--- src/rtl/pga_config_sched_pkg.sv ---
// Shared definitions for the PGA configuration scheduler: field widths, FSM encodings,
// the per-channel settings record and its reset value.
package pga_config_sched_pkg;

  localparam int unsigned GainW = 4;
  localparam int unsigned OffW  = 5;
  localparam int unsigned CntW  = 12;

  localparam logic [1:0] StIdle   = 2'd0;
  localparam logic [1:0] StLaunch = 2'd1;
  localparam logic [1:0] StAck    = 2'd2;
  localparam logic [1:0] StDrain  = 2'd3;

  typedef struct packed {
    logic [GainW-1:0] gain;
    logic [OffW-1:0]  offset;
    logic             shdn;
    logic             meas;
  } pga_cfg_t;

  // PGAs come up shut down until the host configures them
  localparam pga_cfg_t CfgRst = '{gain: '0, offset: '0, shdn: 1'b1, meas: 1'b0};

endpackage

--- src/rtl/pga_config_sched_sync_2ff.sv ---
// Two-flop synchronizer for a single slow-clock status line.
module pga_config_sched_sync_2ff (
  input  logic clk_i,
  input  logic rst_i,
  input  logic d_i,
  output logic q_o
);

  logic meta_q, sync_q;

  always_ff @(posedge clk_i) begin
    if (rst_i) begin
      meta_q <= 1'b0;
      sync_q <= 1'b0;
    end else begin
      meta_q <= d_i;
      sync_q <= meta_q;
    end
  end

  assign q_o = sync_q;

endmodule

--- src/rtl/pga_config_sched.sv ---
// Per-channel PGA settings shadow plus a round-robin scheduler that feeds pending gain/offset
// updates, one at a time, to the shared serial loader.
module pga_config_sched
  import pga_config_sched_pkg::*;
#(
  parameter int unsigned N_CH    = 4,
  parameter int unsigned CHW     = 2,
  parameter int unsigned TIMEOUT = 255
) (
  input  logic             clk50,
  input  logic             wb_rst,
  input  logic [CHW-1:0]   wr_ch,
  input  logic             wr_gain_en,
  input  logic             wr_vos_en,
  input  logic [GainW-1:0] wr_gain,
  input  logic [OffW-1:0]  wr_offset,
  input  logic             wr_shdn,
  input  logic             wr_meas,
  input  logic             err_clr,
  input  logic             pga_ready,
  output logic             set_gain,
  output logic             set_vos,
  output logic [GainW-1:0] gain,
  output logic [OffW-1:0]  offset,
  output logic             shdn,
  output logic             meas,
  output logic [N_CH-1:0]  pga_sel,
  output logic             busy,
  output logic             done,
  output logic [CHW-1:0]   done_ch,
  output logic             err
);

  logic rdy_s;

  pga_config_sched_sync_2ff u_rdy_sync (
    .clk_i (clk50),
    .rst_i (wb_rst),
    .d_i   (pga_ready),
    .q_o   (rdy_s)
  );

  pga_cfg_t         sh_q [N_CH];
  pga_cfg_t         sh_d [N_CH];
  logic [N_CH-1:0]  dirty_g_q, dirty_g_d, dirty_v_q, dirty_v_d, pend;
  logic [1:0]       state_q, state_d;
  pga_cfg_t         cfg_q, cfg_d;
  logic [N_CH-1:0]  sel_q, sel_d;
  logic [CHW-1:0]   ch_q, ch_d, rr_q, rr_d, pick;
  logic             vos_q, vos_d, err_q, err_d, timeout;
  logic [CntW-1:0]  cnt_q, cnt_d;

  // First requesting channel at or after ptr, wrapping at N_CH
  function automatic logic [CHW-1:0] rr_pick(input logic [N_CH-1:0] req,
                                             input logic [CHW-1:0]  ptr);
    logic [CHW-1:0] sel;
    logic [CHW-1:0] idx;
    logic           found;
    sel   = '0;
    found = 1'b0;
    for (int unsigned i = 0; i < N_CH; i++) begin
      idx = CHW'((32'(ptr) + i) % N_CH);
      if (!found && req[idx]) begin
        sel   = idx;
        found = 1'b1;
      end
    end
    return sel;
  endfunction

  assign pend = dirty_g_q | dirty_v_q;

  always_comb begin
    sh_d      = sh_q;
    dirty_g_d = dirty_g_q;
    dirty_v_d = dirty_v_q;
    state_d   = state_q;
    cfg_d     = cfg_q;
    sel_d     = sel_q;
    ch_d      = ch_q;
    vos_d     = vos_q;
    rr_d      = rr_q;
    cnt_d     = cnt_q + 1'b1;
    err_d     = err_q & ~err_clr;
    timeout   = 1'b0;
    pick      = rr_pick(pend, rr_q);

    case (state_q)
      StIdle: begin
        cnt_d = '0;
        if (rdy_s && |pend) begin
          ch_d    = pick;
          cfg_d   = sh_q[pick];
          sel_d   = {{(N_CH-1){1'b0}}, 1'b1} << pick;
          state_d = StLaunch;
          if (dirty_g_q[pick]) begin
            vos_d            = 1'b0;
            dirty_g_d[pick]  = 1'b0;
          end else begin
            vos_d            = 1'b1;
            dirty_v_d[pick]  = 1'b0;
          end
        end
      end
      StLaunch: begin
        if (!rdy_s) begin
          state_d = StAck;
          cnt_d   = '0;
        end else if (cnt_q == CntW'(TIMEOUT)) begin
          timeout = 1'b1;
        end
      end
      StAck: begin
        if (rdy_s) begin
          state_d = StDrain;
        end else if (cnt_q == CntW'(TIMEOUT)) begin
          timeout = 1'b1;
        end
      end
      default: begin
        cnt_d = '0;
        // Chain the offset right behind the gain while the same PGA is still selected
        if (!vos_q && dirty_v_q[ch_q]) begin
          vos_d           = 1'b1;
          dirty_v_d[ch_q] = 1'b0;
          cfg_d           = sh_q[ch_q];
          state_d         = StLaunch;
        end else begin
          rr_d    = (32'(ch_q) == N_CH - 1) ? '0 : ch_q + 1'b1;
          sel_d   = '0;
          state_d = StIdle;
        end
      end
    endcase

    if (timeout) begin
      err_d   = 1'b1;
      sel_d   = '0;
      state_d = StIdle;
    end

    // Host writes come last so a same-cycle set beats the scheduler's clear
    if (wr_gain_en) begin
      sh_d[wr_ch].gain  = wr_gain;
      dirty_g_d[wr_ch]  = 1'b1;
    end
    if (wr_vos_en) begin
      sh_d[wr_ch].offset = wr_offset;
      dirty_v_d[wr_ch]   = 1'b1;
    end
    if (wr_gain_en || wr_vos_en) begin
      sh_d[wr_ch].shdn = wr_shdn;
      sh_d[wr_ch].meas = wr_meas;
    end
  end

  always_ff @(posedge clk50) begin
    if (wb_rst) begin
      for (int unsigned i = 0; i < N_CH; i++) begin
        sh_q[i] <= CfgRst;
      end
      dirty_g_q <= '0;
      dirty_v_q <= '0;
      state_q   <= StIdle;
      cfg_q     <= '0;
      sel_q     <= '0;
      ch_q      <= '0;
      vos_q     <= 1'b0;
      rr_q      <= '0;
      cnt_q     <= '0;
      err_q     <= 1'b0;
    end else begin
      sh_q      <= sh_d;
      dirty_g_q <= dirty_g_d;
      dirty_v_q <= dirty_v_d;
      state_q   <= state_d;
      cfg_q     <= cfg_d;
      sel_q     <= sel_d;
      ch_q      <= ch_d;
      vos_q     <= vos_d;
      rr_q      <= rr_d;
      cnt_q     <= cnt_d;
      err_q     <= err_d;
    end
  end

  assign set_gain = (state_q == StLaunch) && !vos_q;
  assign set_vos  = (state_q == StLaunch) && vos_q;
  assign gain     = cfg_q.gain;
  assign offset   = cfg_q.offset;
  assign shdn     = cfg_q.shdn;
  assign meas     = cfg_q.meas;
  assign pga_sel  = sel_q;
  assign busy     = (state_q != StIdle) || |pend;
  assign done     = (state_q == StDrain);
  assign done_ch  = ch_q;
  assign err      = err_q;

endmodule

--- config.mk ---
export PLATFORM = sky130hd
export DESIGN_NAME = pga_config_sched
export DESIGN_NICKNAME = d
export VERILOG_FILES = /design/src/rtl/pga_config_sched_pkg.sv /design/src/rtl/pga_config_sched_sync_2ff.sv /design/src/rtl/pga_config_sched.sv
export SDC_FILE = /design/constraint.sdc
export NUM_CORES = 1
export LEC_CHECK = 0
export ABC_AREA = 1
export CAP_MARGIN = 10
export CORE_MARGIN = 2
export CORE_UTILIZATION = 52
export CTS_BUF_LIST = sky130_fd_sc_hd__clkbuf_4 sky130_fd_sc_hd__clkbuf_8 sky130_fd_sc_hd__clkbuf_16
export DETAILED_ROUTE_END_ITERATION = 12
export PLACE_DENSITY = 0.76
export SKIP_LAST_GASP = 1
export SLEW_MARGIN = 0
export SYNTH_ARGS = -nofsm -noshare
export SYNTH_HDL_FRONTEND = slang
export SYNTH_HIERARCHICAL = 1
export SYNTH_SLANG_ARGS = --single-unit
--- constraint.sdc ---
create_clock -name clk50 -period 2.13 [get_ports clk50]
set_clock_uncertainty 0.15 [all_clocks]
set_input_delay 0.426 -clock clk50 [delete_from_list [all_inputs] [get_ports clk50]]
set_output_delay 0.426 -clock clk50 [all_outputs]
set_load 0.005 [all_outputs]
==> metrics.cfg <==
[cells_and_area]
drive_above_1_share_pct=19.48
insertedDiodeCount=0
finish.utilization_pct=67.96
areaGrowthSynthToFinish_pct=25.97
layout.nets=794
fin_cells=878

[yosys]
synth_area_leader_cell=dfxtp_1
synth_adder_area_share_pct=2.370
synthXorXnorAreaFrac_pct=0.5531
yosysSeqAreaShare_pct=37.50
synth_edf_count=0
yosysMostFrequentCell=nand2_1
netlist_area_um2=4751
dominantRegCellSynth=dfxtp_1
synth.area.top_cells=dfxtp_1 (38%), o21ai_0 (9.0%), nand2_1 (8.7%)
synth_fp_nets=723
synth_compound_area_share_pct=22.23
yosysWarnings=6
synth-seq-cells=89
yosysTopAreaCellShare_pct=37.50
synthCells=695
synth_top_family_by_area=simple AND/OR/NAND/NOR gates
syn_area_per_cell_um2=6.836
async_flop_share_pct=0
synth_common_cells=nand2_1 (110), nor2_1 (93), dfxtp_1 (89), o21ai_0 (85), a21oi_1 (80)
ys_types=41
synth_mux_area_share_pct=0
synth_simple_gate_area_share_pct=27.47

[global_routing]
grt.total_usage_pct=26.53
grt_max_degree=51
grt_first_pass_wirelength_mm=21.13
grt_pass1_vias=4490
overflow=0
antenna_found_initial=0

[worst_setup_path]
reg2reg_depth=14
worst_setup_path_start_kind=register
critPathKind=register to output port
cp.arrival_ns=1.71
cp_max_fo=3
reg2reg_from=rr_q[0]
r2r_slack_ns=-0.10
cp_data_required_time_ns=1.55
cp-end-kind=output port
crit_start=dirty_g_q[1]
regToRegEndpoint=dirty_v_q[2]

[floorplanning]
die_x_um=99.59
start_util_pct=53.95
core_area_um2=8806
die_height_um=99.59
die-area_um2=9917
rows=34
pin_count=41

[timing]
fin_crit_sh_pct=107.4
worst_slew_pin_slew_ns=0.4133
fmax_mhz=437.3
slew_viol_final=0
min_period_ns=2.287
setup_violations=15
fin_ws_ns=-0.1569
rsz0062_at_grt=true
maxSlewHeadroom_pct=72.42
final_hold_viol_count=0

[hold_path]
hold_start=u_rdy_sync/meta_q
min_to=u_rdy_sync/q_o
worst_hold_path_type=register to register
hold_depth=2

[place]
gp_congestion=0.8734
dp_cells=854
io_buffers=40
dpl.hpwl_mm=9.029

[clocking]
htree_levels=3
insertion_delay_ns=0.36
numCtsBuffers=9
hold_buffers=0
cts_tree=built
clkSinkCount=89
cts_buffer_depth=2
clock-root-buffer=clkbuf_8
clk_pin_slew_ns=0.09

[drt]
drt-pass1-iter-count=5
dr.max_layer_used=met4
dr_wl_met3_mm=1.034
routed_wl_mm=13.47
avgViaCountPerCell=5.645
vias=4956
post_drt_wl_per_cell_um=15.34
route.detailed.drc=0
first_iter_violations=364
ant_nets=0
met2_length_mm=6.556
wl_met1_mm=5.658

[power]
power_density_nw_per_um2=803.3
static-leakage-power_nw=2.408
peakVddDrop_v=0.0003957

[run_status]
status=finished with violations
violations=setup timing

[flow_run]
drv_cap=0

## worst max path at each step
stage | slack, ns | cells past startpoint | to
floorplan | 0.14 | 12 | gain[2]
global placement | -0.06 | 13 | offset[2]
detailed placement | -0.13 | 13 | gain[2]
CTS | -0.08 | 6 | busy
global route | -0.25 | 13 | gain[0]
finish | -0.16 | 6 | busy
## layer usage
layer	vias to the layer above	track usage (%)
li1	2430	-
met1	2274	34.57
met2	227	45.43
met3	25	5.060
met4	0	6.533
met5	-	0
## cell families after synthesis
kind of cell | after synthesis
compound gates | 194
simple gates | 287
buf+inv | 113
xor+xnor | 3
fa+ha+maj | 9
flops | 89
## critical path: stages (launching register included)
cell and delay [ns]:
dfxtp_2 0.36, nor2_4 0.15, buf_4 0.12, nand4_1 0.11, inv_2 0.09, nand2_1 0.06, clkdlybuf4s50_1 0.45
## sequential cells by signal, summed over array words and instances, names as in the netlist, 4 cells and up
| name | count |
|---|---|
| gain | 4 |
| dirty_v_q | 4 |
| offset | 5 |
| cnt_q | 12 |
| dirty_g_q | 4 |
| sh_q | 44 |
| pga_sel | 4 |
## power breakdown
group | switching, W | total (W) | internal [W]
sequential | 0.0000884 | 0.00186 | 0.00177
combinational | 0.00106 | 0.00175 | 0.000681
clock | 0.000622 | 0.00120 | 0.000576
total | 0.00177 | 0.00481 | 0.00303
## cell usage in the layout (no fill, tap or decap), types with 3 or more instances in the layout
cell type | synthesis | layout
nor3_1 | 3 | 3
ha_1 | 9 | 6
nand2_1 | 110 | 99
a31oi_1 | 7 | 7
clkdlybuf4s50_1 | 0 | 38
nand2_2 | 13 | 18
nand3_1 | 37 | 33
dfxtp_1 | 89 | 81
nor2_1 | 93 | 87
inv_2 | 8 | 5
nor3b_1 | 3 | 3
dfxtp_2 | 0 | 6
inv_6 | 0 | 5
nand3_2 | 3 | 4
nand2_4 | 5 | 9
buf_12 | 1 | 3
buf_4 | 0 | 36
nand4_1 | 9 | 9
a21oi_2 | 6 | 9
a21oi_1 | 80 | 77
ha_2 | 0 | 3
nor2_4 | 2 | 9
nor2_2 | 6 | 5
o21ai_0 | 85 | 84
nand3_4 | 1 | 5
o21ai_2 | 7 | 8
inv_1 | 79 | 78
clkbuf_8 | 0 | 10
## layout make-up
cell class,count,area (um2)
Clock buffer,10,137.6
Clock inverter,5,62.56
Fill cell,756,2821
Inverter,90,365.4
Multi-Input combinational cell,494,2708
Sequential cell,89,1797
Tap cell,108,135.1
Timing Repair Buffer,82,779.5
## metrics by stage
| stage | TNS, ns | hold WS, ns | total power (W) | instance area, um2 | setup WS, ns |
|---|---|---|---|---|---|
| finish | -0.7858 | 0.2679 | 0.004807 | 5984 | -0.1569 |
| global route | -2.826 | 0.2808 | 0.005044 | 5984 | -0.2528 |
| CTS | -0.07540 | 0.2730 | 0.004617 | 5743 | -0.07540 |
| detailed placement | -0.9699 | 0.2520 | 0.003381 | 5453 | -0.1275 |
| global placement | -0.4352 | 0.2454 | 0.003353 | 5453 | -0.06137 |
| floorplan | 0 | 0.2383 | 0.002829 | 4751 | 0.1374 |
## repair_timing
item,in CTS,in global routing
buffers inserted,4,3
cloned,1,1
setup endpoints to repair,25,29
pin swaps,5,18
gates resized for setup,18,55
(Power assumes the default switching activity.)
